File: src/rtl/secuenciador_suma.sv
// Keypad-driven BCD adder sequencer: assembles operands A and B digit by digit,
// runs a digit-serial BCD add (one digit per cycle, LSD first) and holds the result.
module secuenciador_suma #(
  parameter int DIGITS = 4
) (
  input  logic                         clk,
  input  logic                         rst,
  input  logic                         key_valid,
  input  logic [3:0]                   key,
  output logic [4*DIGITS-1:0]          operand_a,
  output logic [4*DIGITS-1:0]          operand_b,
  output logic [4*DIGITS-1:0]          resultado,
  output logic                         overflow,
  output logic [4*DIGITS-1:0]          display,
  output logic [$clog2(DIGITS+1)-1:0]  num_digits,
  output logic [1:0]                   fase,
  output logic                         busy,
  output logic                         done
);

  localparam int W  = 4 * DIGITS;
  localparam int NW = $clog2(DIGITS + 1);
  localparam int IW = $clog2(DIGITS);

  typedef enum logic [1:0] {
    ENTRY_A = 2'd0,
    ENTRY_B = 2'd1,
    ADD     = 2'd2,
    DONE    = 2'd3
  } fase_t;

  fase_t          fase_q, fase_d;
  logic [W-1:0]   opa_q, opa_d;
  logic [W-1:0]   opb_q, opb_d;
  logic [W-1:0]   res_q, res_d;
  logic           ovf_q, ovf_d;
  logic [NW-1:0]  nd_q, nd_d;
  logic [IW-1:0]  idx_q, idx_d;
  logic           carry_q, carry_d;
  logic           done_q, done_d;

  logic [3:0]     a_dig_v [DIGITS];
  logic [3:0]     b_dig_v [DIGITS];
  logic [3:0]     a_dig, b_dig, sum_dig;
  logic [4:0]     sum5;
  logic           cout;
  logic           key_digit, key_enter, key_clear, clr;
  logic           room;

  for (genvar gi = 0; gi < DIGITS; gi++) begin : g_dig
    assign a_dig_v[gi] = opa_q[4*gi +: 4];
    assign b_dig_v[gi] = opb_q[4*gi +: 4];
  end

  assign a_dig     = a_dig_v[idx_q];
  assign b_dig     = b_dig_v[idx_q];
  assign key_digit = key_valid && (key <= 4'd9);
  assign key_enter = key_valid && (key == 4'hA);
  assign key_clear = key_valid && (key == 4'hB);
  assign room      = (nd_q < NW'(DIGITS));

  // Decimal adjust of one digit: sums 10..19 wrap to 0..9 with a carry.
  always_comb begin
    sum5    = {1'b0, a_dig} + {1'b0, b_dig} + {4'b0000, carry_q};
    sum_dig = sum5[3:0];
    cout    = 1'b0;
    if (sum5 > 5'd9) begin
      sum_dig = sum5[3:0] - 4'd10;
      cout    = 1'b1;
    end
  end

  always_comb begin
    fase_d  = fase_q;
    opa_d   = opa_q;
    opb_d   = opb_q;
    res_d   = res_q;
    ovf_d   = ovf_q;
    nd_d    = nd_q;
    idx_d   = idx_q;
    carry_d = carry_q;
    done_d  = 1'b0;
    clr     = 1'b0;

    case (fase_q)
      ENTRY_A: begin
        if (key_clear) begin
          clr = 1'b1;
        end else if (key_digit && room) begin
          opa_d = {opa_q[W-5:0], key};
          nd_d  = nd_q + NW'(1);
        end else if (key_enter) begin
          fase_d = ENTRY_B;
          nd_d   = '0;
        end
      end
      ENTRY_B: begin
        if (key_clear) begin
          clr = 1'b1;
        end else if (key_digit && room) begin
          opb_d = {opb_q[W-5:0], key};
          nd_d  = nd_q + NW'(1);
        end else if (key_enter) begin
          fase_d  = ADD;
          idx_d   = '0;
          carry_d = 1'b0;
          res_d   = '0;
          ovf_d   = 1'b0;
        end
      end
      ADD: begin
        res_d[{idx_q, 2'b00} +: 4] = sum_dig;
        carry_d = cout;
        idx_d   = idx_q + IW'(1);
        if (idx_q == IW'(DIGITS - 1)) begin
          ovf_d   = cout;
          fase_d  = DONE;
          done_d  = 1'b1;
          idx_d   = '0;
          carry_d = 1'b0;
        end
      end
      DONE: begin
        if (key_clear) begin
          clr = 1'b1;
        end else if (key_digit) begin
          opa_d  = {{(W-4){1'b0}}, key};
          opb_d  = '0;
          res_d  = '0;
          ovf_d  = 1'b0;
          nd_d   = NW'(1);
          fase_d = ENTRY_A;
        end else if (key_enter) begin
          // Chaining: the previous sum becomes operand A of the next add.
          opa_d  = res_q;
          opb_d  = '0;
          ovf_d  = 1'b0;
          nd_d   = '0;
          fase_d = ENTRY_B;
        end
      end
      default: fase_d = ENTRY_A;
    endcase

    if (clr) begin
      fase_d  = ENTRY_A;
      opa_d   = '0;
      opb_d   = '0;
      res_d   = '0;
      ovf_d   = 1'b0;
      nd_d    = '0;
      idx_d   = '0;
      carry_d = 1'b0;
    end
  end

  always_ff @(posedge clk or posedge rst) begin
    if (rst) begin
      fase_q  <= ENTRY_A;
      opa_q   <= '0;
      opb_q   <= '0;
      res_q   <= '0;
      ovf_q   <= 1'b0;
      nd_q    <= '0;
      idx_q   <= '0;
      carry_q <= 1'b0;
      done_q  <= 1'b0;
    end else begin
      fase_q  <= fase_d;
      opa_q   <= opa_d;
      opb_q   <= opb_d;
      res_q   <= res_d;
      ovf_q   <= ovf_d;
      nd_q    <= nd_d;
      idx_q   <= idx_d;
      carry_q <= carry_d;
      done_q  <= done_d;
    end
  end

  always_comb begin
    case (fase_q)
      ENTRY_A: display = opa_q;
      DONE:    display = res_q;
      default: display = opb_q;
    endcase
  end

  assign operand_a  = opa_q;
  assign operand_b  = opb_q;
  assign resultado  = res_q;
  assign overflow   = ovf_q;
  assign num_digits = nd_q;
  assign fase       = fase_q;
  assign busy       = (fase_q == ADD);
  assign done       = done_q;

endmodule

File: config.mk
export PLATFORM = sky130hd
export DESIGN_NAME = secuenciador_suma
export DESIGN_NICKNAME = d
export VERILOG_FILES = /design/src/rtl/secuenciador_suma.sv
export SDC_FILE = /design/constraint.sdc
export NUM_CORES = 1
export LEC_CHECK = 0
export CORE_MARGIN = 2
export CORE_UTILIZATION = 50
export DETAILED_ROUTE_END_ITERATION = 12
export MAX_ROUTING_LAYER = met4
export PLACE_DENSITY = 0.78
export SYNTH_ARGS = -nofsm -noshare
export SYNTH_HDL_FRONTEND = slang
export SYNTH_SLANG_ARGS = --single-unit
File: constraint.sdc
create_clock -name clk -period 5 [get_ports clk]
set_input_delay 0.5 -clock clk [delete_from_list [all_inputs] [get_ports clk]]
set_output_delay 0.5 -clock clk [all_outputs]
set_load 0.005 [all_outputs]
==> run summary <==
status: completed
total negative setup slack: 0 ps
Util after Layout: 66.63%
Mapped Area: 3811 µm²
post-CTS sizing: 0
synthesis-stage register bit count: 58
Gate Count Post-Synth: 386
Vias/cell: 6.295
Post-CTS Setup Repair Bufs: 0
Worst setup EP type: flop
NetSw: 1.662 mW
switch share: 45.14%
# DRC: 0
initial DRC count: 431
Cell Chain, Critical Path: buf_4, mux4_2, fa_1, fa_1, xnor2_1, ha_1, nor2b_1, a31o_1, o31ai_2, mux2i_1, a22o_1
post-synth top area share: 38.08%
setup slack, reg-to-reg: 1180 ps
Worst Skew: 8.858 ps
CTS tree: built
Clock Latency Late Sink: 360 ps
vias in the first global route: 3340
IO buf count: 78
Mapped Nets: 412
antenna-violating nets left: 0
WL final: 11.24 mm
Pins Over Slew Limit: 0
clock transition at the registers of the reported paths: 80 ps
CP Data Required Time: 5300 ps
Area Growth Syn to Fin: 28.17%
Yosys top cell by area: dfrtp_1
RSZ-0062 raised after global routing: no
routed vias: 3538
fin crit share: 76.48%
sequential element share of the synthesized area: 38.08%
H-tree Lvls: 3
Arr. time, crit path: 4130 ps
DIE AREA: 8337 µm²
fraction of registers with async set/reset: 100.0%
initial antenna violation count: 0
class of the worst hold path: flop to flop
PwrDens: 753.6 nW/µm²
CP Max Fanout: 12
leading post-synthesis cells by cell area: dfrtp_1 38%, ha_1 5.6%, mux4_2 4.7%, mux2i_1 4.2%, nand2_1 4.0%
most frequent CP cell: fa_1
P_int: 2.020 mW
Critical Path Max Stage Delay: 570 ps
n_diodes: 0
nets: 484
CTS buffer count: 9
GR Overflow Total: 0
die boundary height: 91.31 µm
syn avg cell area: 9.873 µm²
Hold Crit Endpoint: operand_a[12]$_DFFE_PP0P_
Rel. slew slack: 21.39%
top_reg_cell synth: dfrtp_1
actual slew at the worst max-slew pin: 1179 ps
num ports: 79
1st-pass router iterations: 5
hpwl dp: 7.965 mm
hold path depth: 2
endpoints failing setup: 0
total leakage power: 2.106 nW
All-Layer GR Usage: 28.76%
yosys synthesis warning count: 0
core area: 7331 µm²
cell row count: 31
share of layout cells above drive strength 1: 10.80%
CP max-delay cell: mux4_2
Netlist cell types: 66
power share of the combinational group: 64.3%
Seq pwr share: 21.9%
Reg2Reg Depth: 11
global-route wire length before repair: 18.23 mm
most numerous cell in the Yosys netlist: dfrtp_1
Die W: 91.31 µm
Clock Path Buffers: 2
Initial Util: 51.99%
Critical path origin: idx_q[1]$_DFFE_PP0P_
fmax: 261.5 MHz
largest net degree at the start of global routing: 59
Reg-to-Reg Start: idx_q[1]$_DFFE_PP0P_
Hold Path Origin: operand_a[12]$_DFFE_PP0P_
crit path launch type: flop
reg-to-reg endpoint: resultado[6]$_DFFE_PP0P_
Clock Sink Count: 58
max-cap violation count: 0
VDD IR-drop max: 547.4 µV
Placer Congestion: 0.9161
clock root cell: clkbuf_8
Routed wire per std cell: 20.00 µm
hold-fix buffer count after cts: 0
final hold violations: 0
Crit Path Class: flop to flop
clock share of power: 13.8%
Post-synth EDFFs: 0
synth cell count leaders: 58 x dfrtp_1, 41 x nand2_1, 31 x inv_1
post-layout minimum cycle time: 3824 ps
[metrics by stage]
stage | hold slack (ps) | cell area, µm² | cells | total power [mW] | worst slack (ps)
finish | 548.0 | 4885 | 562 | 3.681 | 1176
global route | 595.5 | 4885 | 562 | 3.945 | 1074
CTS | 541.2 | 4885 | 562 | 3.658 | 1213
detailed placement | 526.9 | 4658 | 546 | 3.132 | 1241
global placement | 524.2 | 4658 | 546 | 3.082 | 1396
floorplan | 504.8 | 3811 | 386 | 2.212 | 1187
[power by group through the flow]
stage               Clock, mW  Sequential [mW]  Combinational, mW
floorplan                   0            0.771               1.44
global placement            0            0.806               2.28
detailed placement          0            0.813               2.32
CTS                     0.506            0.804               2.35
global route            0.535            0.829               2.58
finish                  0.507            0.808               2.37
[routing by layer]
| metal | share of wire, % | wire length, µm | track usage, % |
|---|---|---|---|
| met1 | 45 | 5014 | 40.82 |
| met2 | 46 | 5206 | 42.28 |
| met3 | 7.2 | 810 | 4.730 |
| met4 | 1.9 | 210 | 9.470 |
| met5 | 0 | 0 | - |
[how the worst max path moves through the flow]
stage	to	slack (ps)	cells after the start
floorplan	resultado[2]$_DFFE_PP0P_	1190	11
global placement	resultado[2]$_DFFE_PP0P_	1400	11
detailed placement	resultado[6]$_DFFE_PP0P_	1240	11
CTS	resultado[6]$_DFFE_PP0P_	1210	11
global route	resultado[6]$_DFFE_PP0P_	1070	11
finish	resultado[6]$_DFFE_PP0P_	1180	11
[worst max-delay path, delay by kind of cell (launching register included)]
kind	cells	cell delay [ps]
AO/OA/AOI/OAI	3	830
XOR/XNOR	1	200
adder cells (fa/ha/maj)	3	1070
buffers and inverters	1	220
flip-flops	1	330
multiplexers	2	980
AND/OR/NAND/NOR	1	130
[final cells by class]
type | count | area (µm²)
tap | 99 | 123.9
fill | 570 | 2446
clock buffer | 9 | 123.9
timing repair buffer | 83 | 818.3
sequential | 58 | 1451
multi-input combinational | 275 | 2148
inverter | 31 | 116.4
clock inverter | 7 | 102.6
[cell usage in the layout, fill, tap and decap left out, drive strengths merged, types with 4 or more instances in the layout]
cell            n
a31oi           4
a21oi          23
inv            32
buf             5
ha             17
dfrtp          58
nor2b           7
nand2b          4
a221oi         14
a211o           4
nor3            5
clkbuf          9
a22oi          17
o21ai          29
nor2           12
mux4            8
mux2i          16
a22o           15
clkdlybuf4s50  78
o31ai           4
nand3           6
nand2          42
a21o            4
[registers in the layout, summed over array words and instances (netlist names)]
signal,count
operand_a,16
operand_b,16
resultado,16
num_digits,3
fase,2
idx_q,2
carry_q,1
done,1
overflow,1
[cell families after synthesis]
family,after synthesis,share of synthesized area (%)
AO/OA/AOI/OAI,134,26.17
XOR/XNOR,2,0.4597
adder cells (fa/ha/maj),19,6.632
buffers and inverters,53,5.548
flip-flops,58,38.08
multiplexers,26,9.520
AND/OR/NAND/NOR,94,13.59
No activity file was read; power rests on OpenSTA's default activity.
